--- config.mk ---
export PLATFORM = sky130hd
export DESIGN_NAME = multibyte_add_seq
export DESIGN_NICKNAME = d
export VERILOG_FILES = /design/src/rtl/add_pkg.sv /design/src/rtl/byte_add_slice.sv /design/src/rtl/multibyte_add_seq.sv
export SDC_FILE = /design/constraint.sdc
export NUM_CORES = 1
export LEC_CHECK = 0
export CORE_AREA = 2 2 99 101
export DETAILED_ROUTE_END_ITERATION = 16
export DIE_AREA = 0 0 101 103
export PLACE_DENSITY_LB_ADDON = 0.12
export SYNTH_ARGS = -nofsm -noshare
export SYNTH_HDL_FRONTEND = slang
export SYNTH_SLANG_ARGS = --single-unit
--- constraint.sdc ---
create_clock -name clk -period 9 [get_ports clk]
set_clock_uncertainty 0.05 [all_clocks]
set_input_delay 1.8 -clock clk [delete_from_list [all_inputs] [get_ports clk]]
set_output_delay 1.8 -clock clk [all_outputs]
set_load 0.005 [all_outputs]
--- src/rtl/add_pkg.sv ---
// Shared definitions for the byte-serial adder controllers: FSM states,
// slice width and the signed-overflow rule.
package add_pkg;

    localparam int BYTE_W = 8;

    typedef enum logic [1:0] {
        IDLE = 2'd0,
        RUN  = 2'd1,
        DONE = 2'd2
    } state_t;

    // bMsb is the sign of the operand actually fed to the adder (after any inversion).
    function automatic logic signedOverflow(input logic aMsb,
                                            input logic bMsb,
                                            input logic rMsb);
        return (aMsb == bMsb) && (rMsb != aMsb);
    endfunction

endpackage

--- src/rtl/byte_add_slice.sv ---
// Combinational 8-bit ripple-carry adder slice built from single-bit full adders.
module byte_add_fa (
    input  logic a,
    input  logic b,
    input  logic cin,
    output logic s,
    output logic cout
);

    assign s    = a ^ b ^ cin;
    assign cout = (a & b) | (cin & (a ^ b));

endmodule

module byte_add_slice
    import add_pkg::*;
(
    input  logic [BYTE_W-1:0] a,
    input  logic [BYTE_W-1:0] b,
    input  logic              cin,
    output logic [BYTE_W-1:0] s,
    output logic              cout
);

    logic [BYTE_W:0] w_carry;

    assign w_carry[0] = cin;

    for (genvar gi = 0; gi < BYTE_W; gi++) begin : g_fa
        byte_add_fa u_fa (
            .a    (a[gi]),
            .b    (b[gi]),
            .cin  (w_carry[gi]),
            .s    (s[gi]),
            .cout (w_carry[gi+1])
        );
    end

    assign cout = w_carry[BYTE_W];

endmodule

--- src/rtl/multibyte_add_seq.sv ---
// Multi-precision add/subtract controller: streams operands LSB-first through
// one shared byte slice, chaining the carry through a register.
module multibyte_add_seq
    import add_pkg::*;
#(
    parameter int NBYTES = 4
) (
    input  logic                   clk,
    input  logic                   rst,
    input  logic                   start,
    input  logic                   sub,
    input  logic [8*NBYTES-1:0]    a,
    input  logic [8*NBYTES-1:0]    b,
    output logic                   busy,
    output logic                   done,
    output logic [8*NBYTES-1:0]    sum,
    output logic                   cout,
    output logic                   ovf
);

    localparam int WIDTH = BYTE_W * NBYTES;
    localparam int IDX_W = $clog2(NBYTES);
    localparam logic [IDX_W-1:0] LAST_IDX = IDX_W'(NBYTES - 1);

    state_t             r_state;
    state_t             w_nextState;

    logic [WIDTH-1:0]   r_opA;
    logic [WIDTH-1:0]   r_opB;
    logic               r_sub;
    logic               r_carry;
    logic [IDX_W-1:0]   r_idx;
    logic [WIDTH-1:0]   r_sum;
    logic               r_cout;
    logic               r_ovf;

    logic [BYTE_W-1:0]  w_aByte;
    logic [BYTE_W-1:0]  w_bByte;
    logic [BYTE_W-1:0]  w_bOp;
    logic [BYTE_W-1:0]  w_sliceSum;
    logic               w_sliceCout;
    logic               w_lastByte;

    always_comb begin
        w_aByte = '0;
        w_bByte = '0;
        for (int i = 0; i < NBYTES; i++) begin
            if (r_idx == IDX_W'(i)) begin
                w_aByte = r_opA[i*BYTE_W +: BYTE_W];
                w_bByte = r_opB[i*BYTE_W +: BYTE_W];
            end
        end
    end

    // Subtraction is a + ~b + 1; the +1 comes from the carry register preset to sub.
    assign w_bOp      = r_sub ? ~w_bByte : w_bByte;
    assign w_lastByte = (r_idx == LAST_IDX);

    byte_add_slice u_slice (
        .a    (w_aByte),
        .b    (w_bOp),
        .cin  (r_carry),
        .s    (w_sliceSum),
        .cout (w_sliceCout)
    );

    always_ff @(posedge clk) begin
        if (rst) begin
            r_state <= IDLE;
        end else begin
            r_state <= w_nextState;
        end
    end

    always_comb begin
        w_nextState = r_state;
        case (r_state)
            IDLE:    if (start) w_nextState = RUN;
            RUN:     if (w_lastByte) w_nextState = DONE;
            DONE:    w_nextState = IDLE;
            default: w_nextState = IDLE;
        endcase
    end

    // Results are cleared only by an accepted start, so they stay readable after done.
    always_ff @(posedge clk) begin
        if (rst) begin
            r_opA   <= '0;
            r_opB   <= '0;
            r_sub   <= 1'b0;
            r_carry <= 1'b0;
            r_idx   <= '0;
            r_sum   <= '0;
            r_cout  <= 1'b0;
            r_ovf   <= 1'b0;
        end else begin
            case (r_state)
                IDLE: begin
                    if (start) begin
                        r_opA   <= a;
                        r_opB   <= b;
                        r_sub   <= sub;
                        r_carry <= sub;
                        r_idx   <= '0;
                        r_sum   <= '0;
                        r_cout  <= 1'b0;
                        r_ovf   <= 1'b0;
                    end
                end
                RUN: begin
                    for (int i = 0; i < NBYTES; i++) begin
                        if (r_idx == IDX_W'(i)) begin
                            r_sum[i*BYTE_W +: BYTE_W] <= w_sliceSum;
                        end
                    end
                    r_carry <= w_sliceCout;
                    if (w_lastByte) begin
                        r_cout <= w_sliceCout;
                        r_ovf  <= signedOverflow(w_aByte[BYTE_W-1], w_bOp[BYTE_W-1],
                                                 w_sliceSum[BYTE_W-1]);
                    end else begin
                        r_idx <= r_idx + IDX_W'(1);
                    end
                end
                default: begin
                end
            endcase
        end
    end

    assign busy = (r_state != IDLE);
    assign done = (r_state == DONE);
    assign sum  = r_sum;
    assign cout = r_cout;
    assign ovf  = r_ovf;

endmodule

# Word-level counts from Yosys, hierarchy flattened

Index checks and enable logic that the tools add are counted.

Logic and storage cells: 108
Flip-flop bits (word level): 104
Output and inout bits: 36

Multiplexer cells: 28
Add/sub/neg operators: 1
Reduce and logical (&&, ||, !) cells: 13
Equality and inequality tests: 13
Bitwise gates (word level): 41

Operators by type and width:

| kind                                                                   | number |
|---|---|
| 8-bit 2-to-1 mux                                                       | 13 |
| 32-bit one-hot mux with 2 select lines                                 | 1 |
| 32-bit 2-to-1 mux                                                      | 1 |
| 1-bit AND                                                              | 16 |
| 1-bit bitwise XOR                                                      | 16 |
| 3-bit AND reduction                                                    | 5 |
| 2-bit != test (second input constant)                                  | 6 |
| 2-bit 2-to-1 mux                                                       | 4 |
| 8-bit NOT                                                              | 1 |
| 1-bit OR                                                               | 8 |
| 2-bit one-hot mux with 2 select lines                                  | 2 |
| 2-bit equality test (second input constant)                            | 3 |
| 1-bit one-hot mux with 2 select lines                                  | 3 |
| 2-bit AND reduction                                                    | 3 |
| 2-bit by 1-bit equality test with 1-bit output (second input constant) | 2 |
| 2-bit logical NOT                                                      | 2 |
| 1-bit 2-to-1 mux                                                       | 4 |
| 2-bit nonzero test                                                     | 2 |
| 2-bit by 1-bit adder with 2-bit output (second input constant)         | 1 |
| 1-bit equality test                                                    | 1 |
| 1-bit logical AND                                                      | 1 |
| 1-bit != test                                                          | 1 |

# Longest topological paths before layout

Gate-level depths: netlist of run 1.

Word-level depth: 27
Mapped depth: 19
Depth with buffers taken out: 17

# Modules after synthesis

Synthesis of run 1 repeated with hierarchy kept, for this count alone.

Cells, all modules: 566
Area total of the unflattened synthesis: 4,486.8 um^2

Modules (own cells, without submodules):

| module            | cells an instance | area an instance (um^2) | sequential area each (um^2) | times used |
|---|---|---|---|---|
| multibyte_add_seq | 558               | 4,326.6                 | 2,082.0                     | 1 |
| byte_add_fa       | 1                 | 20.0                    | 0.0                         | 8 |

# Worst setup path before layout of run 1

Ideal clock, no wire load.

Path kind: register -> register
Start point: register r_idx[0]
End point: register r_ovf, in the netlist ovf
Path slack: 4,345 ps
Stages on the path, launching flop included: 19
Buffers on the path: 2
Data required time: 8,849 ps
Period minus slack after synthesis: 4,655 ps
Arrival: 4,504 ps
Cell sequence: dfxtp_1 > inv_1 > ha_1 > clkbuf_1 > clkbuf_1 > a21oi_1 > a22oi_1 > xnor2_1 > fa_1 > fa_1 > fa_1 > fa_1 > fa_1 > inv_1 > fa_1 > fa_1 > fa_1 > xor2_1 > o41ai_1

Longest elaborated chain between the ends: 27
Elaborated cells between the ends (all ways): 51

RTL lines:

| item                                  | line                     | RTL |
|---|---|---|
| from (decl)                           | multibyte_add_seq.sv:32  | `logic [IDX_W-1:0] r_idx;` |
| from (signal assigned)                | multibyte_add_seq.sv:122 | `r_idx <= r_idx + IDX_W'(1);` |
| 2-bit logical NOT                     | multibyte_add_seq.sv:48  | `if (r_idx == IDX_W'(i)) begin` |
| 8-bit 2-to-1 mux (4 in a row)         | multibyte_add_seq.sv:48  |  |
| 8-bit NOT                             | multibyte_add_seq.sv:56  | `assign w_bOp = r_sub ? ~w_bByte : w_bByte;` |
| 8-bit 2-to-1 mux                      | multibyte_add_seq.sv:56  |  |
| 1-bit bitwise XOR                     | byte_add_slice.sv:11     | `assign cout = (a & b) \| (cin & (a ^ b));` |
| 1-bit AND                             | byte_add_slice.sv:11     |  |
| 1-bit OR                              | byte_add_slice.sv:11     |  |
| 1-bit AND                             | byte_add_slice.sv:11     |  |
| [8 not listed]                        | -                        |  |
| 1-bit OR                              | byte_add_slice.sv:11     |  |
| 1-bit AND                             | byte_add_slice.sv:11     |  |
| 1-bit OR                              | byte_add_slice.sv:11     |  |
| 1-bit bitwise XOR                     | byte_add_slice.sv:10     | `assign s = a ^ b ^ cin;` |
| 1-bit != test                         | add_pkg.sv:17            | `return (aMsb == bMsb) && (rMsb != aMsb);` |
| 1-bit logical AND                     | add_pkg.sv:17            |  |
| 1-bit 2-to-1 mux                      | multibyte_add_seq.sv:117 | `if (w_lastByte) begin` |
| 1-bit one-hot mux with 2 select lines | multibyte_add_seq.sv:97  | `case (r_state)` |
| to (signal assigned)                  | multibyte_add_seq.sv:119 | `r_ovf <= signedOverflow(w_aByte[BYTE_W-1], w_bOp[BYTE_W-1],` |
| to (decl)                             | multibyte_add_seq.sv:35  | `logic r_ovf;` |

Several ways; a longest one is shown, not always the timed one. The select of a mux whose other input is x is not followed.
A chain may end at the register's enable or synchronous reset.

# Worst setup path after layout of run 1

Start point: register r_idx[1]
End point: register r_ovf, in the netlist ovf

Same word-level chain as after synthesis.

==> flow_summary_export.csv, run 1 <==
group,metric,value,unit
hold_path,min_from,"r_opA[6]$_SDFFE_PP0P_",
synthesis,synth_area_leader_cell,"dfxtp_1",
timing,fmax,0.186,GHz
grt,grt_overflow,0,
timing,drv_slew,0,
final_layout,antenna_cells,0,
synthesis,syn_area_per_cell,8.04,µm²
grt,grt_max_degree,106,
critical_path,start_kind,"flop",
synthesis,ys_types,30,
timing,finalHoldViolations,0,
critical_path,path_common_cell,"fa_1",
timing,worst_pin_slew,1.18,ns
drt,firstDrtPassIters,5,
clock_network,cts_buffers,9,
synthesis,ys_ff_latch,104,
floorplanning,die-area,10400,µm²
drt,wire_per_inst,14.8,µm
critical_path,critPathCaptureType,"flop",
floorplanning,die_height,103,µm
critical_path,required,9.23,ns
synthesis,synth_ff_type,"dfxtp_1",
floorplanning,row_count,36,
synthesis,yosysSeqAreaShare,0.461,
drt,via_count,3989,
clock_network,clk_latency,0.37,ns
timing,rsz0062_at_grt,"no",
clock_network,htree_levels,3,
pwr,power,0.000954,W
final_layout,syn2layout_area_growth,25.5,%
synthesis,async_reset_ff_frac,0,
critical_path,rr_worst_depth,17,
clock_network,clkSinkCount,104,
final_layout,fillers,909,
critical_path,r2r-end,"ovf$_SDFFE_PP0P_",
hold_path,hold_class,"reg -> reg",
critical_path,path_class,"reg -> reg",
critical_path,crit_buf_inv,2,
pwr,powerDensity,168,nW/µm²
run_status,status,"completed",
critical_path,arrival,5.60,ns
hold_path,hold_end,"r_opA[6]$_SDFFE_PP0P_",
timing,fin_setup_tns,0,ns
floorplanning,core,9460,µm²
final_layout,nets,714,
synthesis,synth.net_count,643,
synthesis,yosysMostFrequentCell,"nand2_1",
clock_network,postCtsSetupBuffers,0,
drt,drc,0,
drt,antenna_left,0,
critical_path,cp_max_fo,34,
clock_network,cts-resized-gates,0,
synthesis,synthTopCellsByArea,"dfxtp_1 46%, nand2_1 13%, a21oi_1 10%",
timing,fin_crit,5.37,ns
drt,drtIter0Drc,160,
synthesis,syn-cell-area,4520,µm²
grt,grt_pass1_vias,3696,
critical_path,cpPeakStageDelay,0.82,ns
hold_path,hold_depth,2,
critical_path,cp_num_cells,17,
critical_path,critPathSlowestCell,"ha_1",
grt,grt_use_total,0.217,
timing,finalSetupViolations,0,
clock_network,cts_buffer_depth,2,
pwr,p_leak,2.05,nW
drt,via_per_inst,5.30,
grt,grt_pass1_wl,17.7,mm
floorplanning,die_w,101,µm
pwr,max-vdd-ir-drop,0.0975,mV
critical_path,r2r_setup_slack,3.63,ns
job,maxCapViolations,0,
placed_design,gp_congestion,0.864,
grt,antenna_found_initial,0,
placed_design,io_buffers,103,
critical_path,critical-path-top-delay-family,"adder cells",
timing,slew_headroom,0.209,
clock_network,cts_hold_buf,0,
floorplanning,boundaryPins,104,
drt,wirelength,11.1,mm
critical_path,r2r-start,"r_idx[1]$_SDFFE_PP0P_",
final_layout,drive_above_1_share,0.0376,
synthesis,synthTopCellsByCount,"155 x nand2_1, 104 x dfxtp_1, 94 x a21oi_1, 40 x nor2_1, 29 x a22oi_1",
clock_network,root_buffer,"clkbuf_8",
synthesis,synth_edf_count,0,
timing,finalCritPeriodShare,0.597,
clock_network,cts_tree,"yes",
clock_network,clk_pin_slew_worst_paths,0.10,ns
synthesis,syn_inst,562,
floorplanning,start_util,0.478,
placed_design,post-dp-hpwl,7.86,mm
synthesis,yosys_warnings,0,
synthesis,yosysTopAreaCellShare,0.461,
critical_path,crit_chain,"inv_1 > ha_1 > nand3b_1 > a21oi_1 > a21oi_1 > o21ai_0 > fa_1 > fa_1 > fa_1 > fa_1 > fa_1 > inv_1 > fa_1 > fa_1 > fa_1 > xor2_1 > o41ai_1",
==> metal layers <==
layer,track usage,part of all wire,up-vias
met3,0.0373,0.052,19
met4,0.0738,0.019,0
met1,0.276,0.44,1848
met5,0,0,-
met2,0.376,0.48,104
li1,-,-,2018
==> worst max path at each step <==
stage	start	endpoint	slack, ns
2_1_floorplan	r_idx[0]$_SDFFE_PP0P_	ovf$_SDFFE_PP0P_	4.35
3_3_place_gp	r_idx[1]$_SDFFE_PP0P_	ovf$_SDFFE_PP0P_	3.84
3_5_place_dp	r_idx[1]$_SDFFE_PP0P_	ovf$_SDFFE_PP0P_	3.65
4_1_cts	r_idx[0]$_SDFFE_PP0P_	ovf$_SDFFE_PP0P_	3.62
5_1_grt	r_idx[1]$_SDFFE_PP0P_	ovf$_SDFFE_PP0P_	3.19
6_report	r_idx[1]$_SDFFE_PP0P_	ovf$_SDFFE_PP0P_	3.63
==> cells in the final DEF, fill, tap and decap left out, drive strengths merged, types with 5 or more instances in the layout <==
cell type and count:
inv 16, fa 8, nand2 155, nand3b 7, ha 5, nor2 42
o21ai 13, a21oi 94, xnor2 6, clkdlybuf4s50 102, dfxtp 104, nor2b 6
a22oi 29, clkbuf 10, a2bb2oi 13
==> per-stage QoR <==
stage | instances | hold slack (ns) | setup WS [ns] | area, µm² | utilization
6_report | 752 | 0.404 | 3.63 | 5670 | 0.599
5_1_grt | 752 | 0.432 | 3.19 | 5670 | 0.599
4_1_cts | 752 | 0.408 | 3.62 | 5670 | 0.599
3_5_place_dp | 736 | 0.394 | 3.65 | 5480 | 0.580
3_3_place_gp | 736 | 0.396 | 3.84 | 5480 | 0.580
2_1_floorplan | 562 | 0.382 | 4.35 | 4520 | -
==> registers in the layout, summed over array words and instances, names as in the netlist <==
name,cells
r_idx,2
r_opB,32
r_carry,1
ovf,1
cout,1
r_state,2
r_opA,32
r_sub,1
sum,32
==> kinds of logic (layout without fill, tap and decap cells) <==
| logic type | Yosys count | in the layout | synth area share |
|---|---|---|---|
| adder cells (fa/ha/maj) | 13 | 13 | 0.0493 |
| flip-flops | 104 | 104 | 0.461 |
| AO/OA/AOI/OAI | 156 | 156 | 0.205 |
| AND/OR/NAND/NOR | 221 | 221 | 0.205 |
| XOR/XNOR | 10 | 10 | 0.0194 |
| buffers and inverters | 58 | 134 | 0.0601 |
==> worst register-to-register path, stage by stage, from the launching register on <==
cell and delay [ns]:
dfxtp_1 0.35, inv_1 0.09, ha_1 0.82, nand3b_1 0.22
a21oi_1 0.08, a21oi_1 0.15, o21ai_0 0.13, fa_1 0.47
fa_1 0.39, fa_1 0.39, fa_1 0.39, fa_1 0.37
inv_1 0.07, fa_1 0.18, fa_1 0.19, fa_1 0.50
xor2_1 0.20, o41ai_1 0.24
==> report_power, final <==
part | switching [W] | internal (W) | leakage (nW)
logic | 0.0000940 | 0.0000845 | 1.11
clock network | 0.000164 | 0.000112 | 0.0952
registers | 0.0000165 | 0.000483 | 0.849
==> cell type report <==
type / count / area, µm² / share of cell area
Sequential cell: 104 / 2080 / 0.367
Clock inverter: 6 / 50.0 / 0.00883
Clock buffer: 10 / 138 / 0.0243
Timing Repair Buffer: 105 / 1040 / 0.184
Multi-Input combinational cell: 400 / 2170 / 0.382
Tap cell: 114 / 143 / 0.0252
Inverter: 13 / 48.8 / 0.00861
Power figures use the tool's default switching activity.
==> run 2, diff against run 1 <==
==> constraint.sdc (replaced) <==
create_clock -name clk -period 5.5 [get_ports clk]
set_clock_uncertainty 0.05 [all_clocks]
set_input_delay 1.1 -clock clk [delete_from_list [all_inputs] [get_ports clk]]
set_output_delay 1.1 -clock clk [all_outputs]
set_load 0.005 [all_outputs]
==> flow_summary_export.csv, run 2 (synthesis results as in run 1) <==
group,metric,value,unit
run_status,status,"completed",
critical_path,crit_buf_inv,2,
floorplanning,die_height,103,µm
drt,firstDrtPassIters,4,
pwr,pwr-share-seq,0.526,
drt,antenna_left,0,
floorplanning,core,9460,µm²
clock_network,postCtsSetupBuffers,0,
drt,via_per_inst,5.32,
grt,grt_pass1_wl,18.0,mm
pwr,p_int,0.00110,W
floorplanning,row_count,36,
final_layout,syn2layout_area_growth,26.3,%
clock_network,clk_latency,0.37,ns
drt,wire_per_inst,14.9,µm
grt,grt_pass1_vias,3721,
pwr,p_leak,2.08,nW
timing,finalHoldViolations,0,
timing,slew_headroom,0.211,
critical_path,required,5.72,ns
final_layout,antenna_cells,0,
critical_path,critPathSlowestCell,"fa_1",
critical_path,start_kind,"flop",
critical_path,path_class,"reg -> reg",
drt,via_count,4032,
clock_network,cts_tree,"yes",
clock_network,cts_buffer_depth,2,
final_layout,layout_commonest_cell,"nand2_1",
drt,drtIter0Drc,149,
clock_network,clk_pin_slew_worst_paths,0.10,ns
floorplanning,boundaryPins,104,
placed_design,gp_congestion,0.918,
placed_design,post-dp-hpwl,8.06,mm
clock_network,htree_levels,3,
timing,rsz0062_at_grt,"no",
grt,grt_use_total,0.222,
pwr,swShare,0.292,
critical_path,path_common_cell,"fa_1",
final_layout,nets,720,
timing,fin_setup_tns,0,ns
grt,grt_max_degree,67,
grt,antenna_found_initial,0,
hold_path,hold_class,"reg -> reg",
grt,grt_overflow,0,
clock_network,cts_buffers,9,
timing,finalCritPeriodShare,0.927,
pwr,p_clk_frac,0.283,
timing,fin_crit,5.10,ns
floorplanning,start_util,0.478,
clock_network,clkSinkCount,104,
pwr,max-vdd-ir-drop,0.220,mV
critical_path,cp_max_fo,18,
timing,finalSetupViolations,0,
drt,drc,0,
critical_path,arrival,5.31,ns
clock_network,root_buffer,"clkbuf_8",
final_layout,drive_above_1_share,0.0466,
final_layout,mostFrequentLayoutCells,"154 x nand2_1, 104 x dfxtp_1, 102 x clkdlybuf4s50_1",
floorplanning,die-area,10400,µm²
timing,worst_pin_slew,1.18,ns
critical_path,cpPeakStageDelay,0.51,ns
floorplanning,die_w,101,µm
pwr,p_comb_frac,0.190,
drt,wirelength,11.3,mm
timing,drv_slew,0,
job,maxCapViolations,0,
critical_path,crit_chain,"inv_1 > ha_1 > a21oi_1 > o21ai_0 > a22oi_1 > xnor2_1 > fa_1 > fa_1 > fa_1 > fa_1 > fa_1 > inv_1 > fa_1 > fa_1 > fa_1 > xor2_1 > o41ai_1",
clock_network,cts_hold_buf,0,
clock_network,cts-resized-gates,0,
pwr,powerDensity,272,nW/µm²
pwr,p_switching,0.000453,W
timing,fmax,0.196,GHz
pwr,power,0.00155,W
placed_design,io_buffers,103,
critical_path,critical-path-top-delay-family,"adder cells",
critical_path,critPathCaptureType,"flop",
## run 2: cell count changes in the layout (fill, tap and decap cells not counted), sizes merged
cell	change
clkbuf	-1
buf	+6
inv	-1
clkinv	+2
## run 2: worst min-delay path, stage by stage, from the launching register on
cell	delay, ns
dfxtp_1	0.32
nand2_1	0.05
a21oi_1	0.05
## run 2: power by group through the flow
stage / Clock, W / Combinational (W) / Sequential [W]
floorplan: 0 / 0.000188 / 0.000823
global placement: 0 / 0.000290 / 0.000834
detailed placement: 0 / 0.000297 / 0.000834
CTS: 0.000452 / 0.000299 / 0.000817
global route: 0.000486 / 0.000326 / 0.000821
finish: 0.000440 / 0.000296 / 0.000817
## run 2: worst paths after layout
| kind | startpoint | end | slack, ns | cells past startpoint |
|---|---|---|---|---|
| setup reg to reg | r_idx[0]$_SDFFE_PP0P_ | ovf$_SDFFE_PP0P_ | 0.40 | 17 |
| hold / removal | r_opB[17]$_SDFFE_PP0P_ | r_opB[17]$_SDFFE_PP0P_ | 0.41 | 2 |
| setup / recovery | r_idx[0]$_SDFFE_PP0P_ | ovf$_SDFFE_PP0P_ | 0.40 | 17 |
| hold reg to reg | r_opB[17]$_SDFFE_PP0P_ | r_opB[17]$_SDFFE_PP0P_ | 0.41 | 2 |
## run 2: cell type report
cell class	count	area (µm²)
Fill cell	861	3750
Multi-Input combinational cell	400	2170
Sequential cell	104	2080
Timing Repair Buffer	111	1090
Tap cell	114	143
Clock buffer	9	124
Clock inverter	7	55.1
Inverter	13	48.8
## run 2: metal layers
layer	GRT usage	share of wire
met1	0.282	0.44
met2	0.386	0.49
met3	0.0488	0.055
met5	0	0
met4	0.0593	0.012
## run 2: stage by stage
stage | setup slack (ns) | utilization | hold WS (ns) | std cells | area, µm²
2_1_floorplan | 0.845 | - | 0.382 | 562 | 4520
3_3_place_gp | 0.689 | 0.584 | 0.394 | 742 | 5530
3_5_place_dp | 0.442 | 0.584 | 0.401 | 742 | 5530
4_1_cts | 0.431 | 0.603 | 0.414 | 758 | 5710
5_1_grt | 0.113 | 0.603 | 0.429 | 758 | 5710
6_report | 0.403 | 0.603 | 0.410 | 758 | 5710
